File: src/rtl/free_list_checkpoint_ctrl_pkg.sv
// free_list_checkpoint_ctrl_pkg: shared sizing for the branch-checkpoint manager
package free_list_checkpoint_ctrl_pkg;
    localparam int NUM_CP = 8;
    localparam int CP_LOG = 3;
    localparam int FL_LOG = 7;
endpackage

File: src/rtl/free_list_checkpoint_ctrl_cp_head_ram.sv
// cp_head_ram: reset-less free-list head store, one async read and one sync write
module cp_head_ram
    import free_list_checkpoint_ctrl_pkg::*;
(
    input  logic              clk,
    input  logic              we,
    input  logic [CP_LOG-1:0] waddr,
    input  logic [FL_LOG-1:0] wdata,
    input  logic [CP_LOG-1:0] raddr,
    output logic [FL_LOG-1:0] rdata
);
    logic [FL_LOG-1:0] mem [NUM_CP];
    always_ff @(posedge clk)
        if (we) mem[waddr] <= wdata;
    assign rdata = mem[raddr];
endmodule

File: src/rtl/free_list_checkpoint_ctrl.sv
// free_list_checkpoint_ctrl: circular branch-checkpoint queue with single-cycle free-list recovery pulse
module free_list_checkpoint_ctrl
    import free_list_checkpoint_ctrl_pkg::*;
(
    input  logic              clk,
    input  logic              reset,
    input  logic              stall_i,
    input  logic              recoverFlag_i,
    input  logic              brAlloc_i,
    input  logic [FL_LOG-1:0] headAtBranch_i,
    input  logic              resolveValid_i,
    input  logic [CP_LOG-1:0] resolveTag_i,
    input  logic              mispredict_i,
    output logic [CP_LOG-1:0] cpTag_o,
    output logic              cpFull_o,
    output logic              ctrlVerified_o,
    output logic              flagRecoverEX_o,
    output logic [FL_LOG-1:0] freeListHeadCp_o,
    output logic [CP_LOG:0]   cpCount_o
);
    logic [CP_LOG-1:0] head, tail, age_t;
    logic [CP_LOG:0]   cnt;
    logic [NUM_CP-1:0] valid, kill;
    logic [FL_LOG-1:0] head_cp, ram_rd;
    logic              pulse, alloc, hit, mis, good, retire, we;
    assign cpFull_o = cnt == (CP_LOG+1)'(NUM_CP);
    assign cpTag_o = tail;
    assign cpCount_o = cnt;
    assign ctrlVerified_o = pulse;
    assign flagRecoverEX_o = pulse;
    assign freeListHeadCp_o = head_cp;
    assign alloc = brAlloc_i & ~stall_i & ~cpFull_o;
    assign hit = valid[resolveTag_i];
    assign mis = resolveValid_i & mispredict_i & hit;
    assign good = resolveValid_i & ~mispredict_i & hit;
    assign retire = (cnt != '0) & ~valid[head];
    assign we = alloc & reset & ~recoverFlag_i & ~mis;
    assign age_t = resolveTag_i - head;
    // squash every entry at least as young as the mispredicted one, measured from head
    always_comb begin
        kill = '0;
        for (int i = 0; i < NUM_CP; i++)
            kill[i] = CP_LOG'(CP_LOG'(i) - head) >= age_t;
    end
    cp_head_ram u_ram (
        .clk(clk),
        .we(we),
        .waddr(tail),
        .wdata(headAtBranch_i),
        .raddr(resolveTag_i),
        .rdata(ram_rd)
    );
    always_ff @(posedge clk) begin
        if (!reset) begin
            head <= '0;
            tail <= '0;
            cnt <= '0;
            valid <= '0;
            pulse <= 1'b0;
            head_cp <= '0;
        end else if (recoverFlag_i) begin
            head <= '0;
            tail <= '0;
            cnt <= '0;
            valid <= '0;
            pulse <= 1'b0;
        end else if (mis) begin
            tail <= resolveTag_i;
            cnt <= {1'b0, age_t};
            valid <= valid & ~kill;
            pulse <= 1'b1;
            head_cp <= ram_rd;
        end else begin
            pulse <= 1'b0;
            if (good) valid[resolveTag_i] <= 1'b0;
            if (alloc) valid[tail] <= 1'b1;
            tail <= tail + CP_LOG'(alloc);
            head <= head + CP_LOG'(retire);
            cnt <= cnt + {{CP_LOG{1'b0}}, alloc} - {{CP_LOG{1'b0}}, retire};
        end
    end
endmodule
File: config.mk
export PLATFORM = sky130hd
export DESIGN_NAME = free_list_checkpoint_ctrl
export DESIGN_NICKNAME = d
export VERILOG_FILES = /design/src/rtl/free_list_checkpoint_ctrl_pkg.sv /design/src/rtl/free_list_checkpoint_ctrl_cp_head_ram.sv /design/src/rtl/free_list_checkpoint_ctrl.sv
export SDC_FILE = /design/constraint.sdc
export NUM_CORES = 1
export LEC_CHECK = 0
export CAP_MARGIN = 10
export CELL_PAD_IN_SITES_DETAIL_PLACEMENT = 0
export CELL_PAD_IN_SITES_GLOBAL_PLACEMENT = 1
export CORE_MARGIN = 1.5
export CORE_UTILIZATION = 30
export CTS_CLUSTER_DIAMETER = 40
export DETAILED_ROUTE_END_ITERATION = 10
export PLACE_DENSITY = 0.65
export SETUP_SLACK_MARGIN = 0.3
export SLEW_MARGIN = 15
export SYNTH_ARGS = -nofsm -noshare
export SYNTH_HDL_FRONTEND = slang
export SYNTH_HIERARCHICAL = 1
export SYNTH_SLANG_ARGS = --single-unit
export TNS_END_PERCENT = 50
File: constraint.sdc
create_clock -name clk -period 7.6 [get_ports clk]
set_input_delay 1.14 -clock clk [delete_from_list [all_inputs] [get_ports clk]]
set_output_delay 1.14 -clock clk [all_outputs]
set_load 0.02 [all_outputs]
==> flow_summary.ini <==
[detailed_routing]
wl_mm = 8.82
drcViolationCount = 0
post_drt_wl_per_cell_um = 16.2
dr_total_vias = 2604
dr.pass1.iters = 5
drtIter0Drc = 140
ant_nets = 0
drt-vias-per-instance = 4.79

[status]
run_status = complete, no violations

[clock_network]
postCtsSetupBuffers = 0
cts_sinks = 82
cts-root-buf = clkbuf_16
h-tree-depth = 3
cts_tree = done
insertion_delay_ps = 330
cts_hold_buf = 0
cts_buffers = 9
clockBufferDepth = 2
clk_pin_slew_worst_paths_ps = 70
cts_resized = 0

[timing]
setup_viol = 0
rsz0062_at_grt = no
fin_crit_ps = 4790
fmax_mhz = 209
worst_clock_skew_ps = 9.93
worst_slew_margin_rel_pct = 27.0
holdWs_ps = 462
fin_setup_tns_ps = 0
drv_slew = 0
tightest_slew_ps = 1090
finalHoldViolations = 0
period_share_pct = 63.0

[worst_setup_path]
end_kind = flop
path_depth = 8
regToRegEndpoint = valid[4]
path_cells = clkdlybuf4s50_1 > buf_4 > mux2_4 > or3_4 > and3_4 > nor3_2 > nand2b_1 > nor3_1
worstPathRequired_ps = 7540
crit_family = simple AND/OR/NAND/NOR gates
crit_start = resolveTag_i[0]
crit_buf_inv = 2
cp_max_fo = 20
startpoint_type = primary input
path_class = primary input to flop
slowest_delay_ps = 1100
timing.rr.start = head[0]
crit_end = u_ram/mem[0][6]
rr_worst_depth = 10
cp_data_arrival_time_ps = 4730
slowest_stage = clkdlybuf4s50_1
rrSetupSlack_ps = 4460

[placed_design]
portBuffers = 33
gp_congestion = 0.774
dpl.hpwl_mm = 6.36
dpl.cell_count = 528

[synthesis]
ys_warn_count = 6
syn_area_um2 = 4220
ys_types = 49
synth-seq-area-share_pct = 52.2
synth_area_per_cell_um2 = 12.9
ys_ff_latch = 82
synth_flop_cell = edfxtp_1
synth-edff-count = 56
synth_nets = 368
synthArstFlopShare_pct = 0
synth_cells = 327

[die]
coreArea_um2 = 13800
die_h_um = 122
initial_core_util_pct = 30.5
io_pins = 34
rows = 43
die_w_um = 122
dieArea_um2 = 14800

[grt]
globalRouteOverflowTotal = 0
antenna_found_initial = 0
grt_max_degree = 22
grt_pass1_wl_mm = 14.5
grt_pass1_vias = 2669
grt_usage_pct = 13.0

[cells_and_area]
fin_nets = 400
fin_cells = 544
drive_gt1_share_pct = 12.4
fin_util_pct = 36.0
antenna_cells = 0
syn_to_final_growth_pct = 18.1

[power_and_ir_drop]
ir_drop_uv = 105
cellPowerDensity_nw_per_um2 = 240
leakage_nw = 1.76
power.total_w = 0.00120

[flow_run]
drv_cap = 0

[worst_hold_path]
min_path_type = flop to flop
## synthesized netlist by cell type (all sizes together), types with 2 or more instances
cell type	number	area, um^2
a211oi	10	105
a21oi	6	30.0
a221o	2	20.0
and3	2	17.5
buf	8	77.6
clkbuf	8	30.0
dfxtp	26	521
edfxtp	56	1680
fa	2	40.0
ha	22	275
inv	20	75.1
mux2	10	116
mux2i	16	160
mux4	14	368
nand2	28	105
nand2b	9	56.3
nand3	3	20.0
nand3b	4	30.0
nor2	26	105
nor2b	8	50.1
nor3	4	30.0
o21ai	19	95.1
o31ai	3	22.5
or3	2	17.5
or3b	2	17.5
xnor2	4	35.0
xor2	3	26.3
## power by group
| part | switching (W) | internal (W) |
|---|---|---|
| clock | 0.000184 | 0.000227 |
| sequential | 0.0000186 | 0.000490 |
| combinational | 0.000145 | 0.000132 |
## state kept, by name, indices dropped and copies added (netlist names)
register / count
cpTag_o: 3
cpCount_o: 4
ctrlVerified_o: 1
valid: 8
u_ram/mem: 56
freeListHeadCp_o: 7
head: 3
## worst min-delay path by stage
| stage | start | end | depth (start not counted) |
|---|---|---|---|
| after global placement | freeListHeadCp_o[5] | freeListHeadCp_o[5] | 2 |
| after floorplan | valid[7] | valid[7] | 2 |
| after CTS | freeListHeadCp_o[4] | freeListHeadCp_o[4] | 2 |
| final | freeListHeadCp_o[4] | freeListHeadCp_o[4] | 2 |
| after detailed placement | freeListHeadCp_o[5] | freeListHeadCp_o[5] | 2 |
| after global routing | freeListHeadCp_o[3] | freeListHeadCp_o[3] | 2 |
## area by class of cell
type,instances,area (um^2)
clock buffer,9,225
clock inverter,7,58.8
fill,1308,8850
inverter,20,75.1
multi-input combinational,209,1830
sequential,82,2200
tap,180,225
timing repair buffer,37,360
## layer usage
layer | share of wire [%] | up-vias | track usage, % | wire [um]
met5 | 0 | - | 0 | 0
met4 | 0.85 | 0 | 4.49 | 75
met3 | 3.9 | 4 | 2.48 | 340
met2 | 45 | 50 | 20.4 | 4000
met1 | 50 | 1276 | 18.2 | 4410
li1 | - | 1274 | - | -
## layout by cell type (no fill, tap or decap), types with 2 or more instances in the layout
cell type / synthesis / layout
ha_1: 22 / 22
buf_4: 2 / 4
nor3_2: 2 / 2
mux2i_1: 16 / 16
edfxtp_1: 56 / 56
a221o_1: 2 / 2
inv_1: 20 / 20
clkbuf_16: 0 / 9
xor2_1: 3 / 3
mux2_2: 9 / 9
o21ai_0: 18 / 18
a211oi_2: 6 / 6
inv_6: 0 / 3
mux4_1: 14 / 14
nand3_1: 2 / 2
xnor2_1: 4 / 4
a211oi_1: 4 / 4
or3b_2: 2 / 2
fa_1: 2 / 2
a21oi_1: 6 / 6
nor3_1: 2 / 2
nor2b_1: 8 / 8
nand3b_1: 4 / 4
nand2b_1: 9 / 9
o31ai_1: 3 / 3
nor2_1: 25 / 25
nand2_1: 28 / 28
dfxtp_1: 26 / 26
clkdlybuf4s50_1: 0 / 33
## kinds of logic (layout without fill, tap and decap cells)
logic type,count (synthesis),count (layout),synth area share (%)
XOR/XNOR,7,7,1.45
flip-flops,82,82,52.2
buffers and inverters,36,73,4.33
multiplexers,40,40,15.3
AND/OR/NAND/NOR,90,90,11.0
AO/OA/AOI/OAI,48,48,8.25
adder cells (fa/ha/maj),24,24,7.48
## tightest hold or removal path, cell delays in order, from the launching register on
cell	delay, ps
dfxtp_1	310
nand2_1	60
mux2i_1	50
## through the flow
stage,cell area [um^2],setup slack [ps]
floorplan,4220,4160
global placement,4700,2530
detailed placement,4700,2410
CTS,4980,2760
global route,4980,2540
finish,4980,2810
No activity file was read; power rests on OpenSTA's default activity.
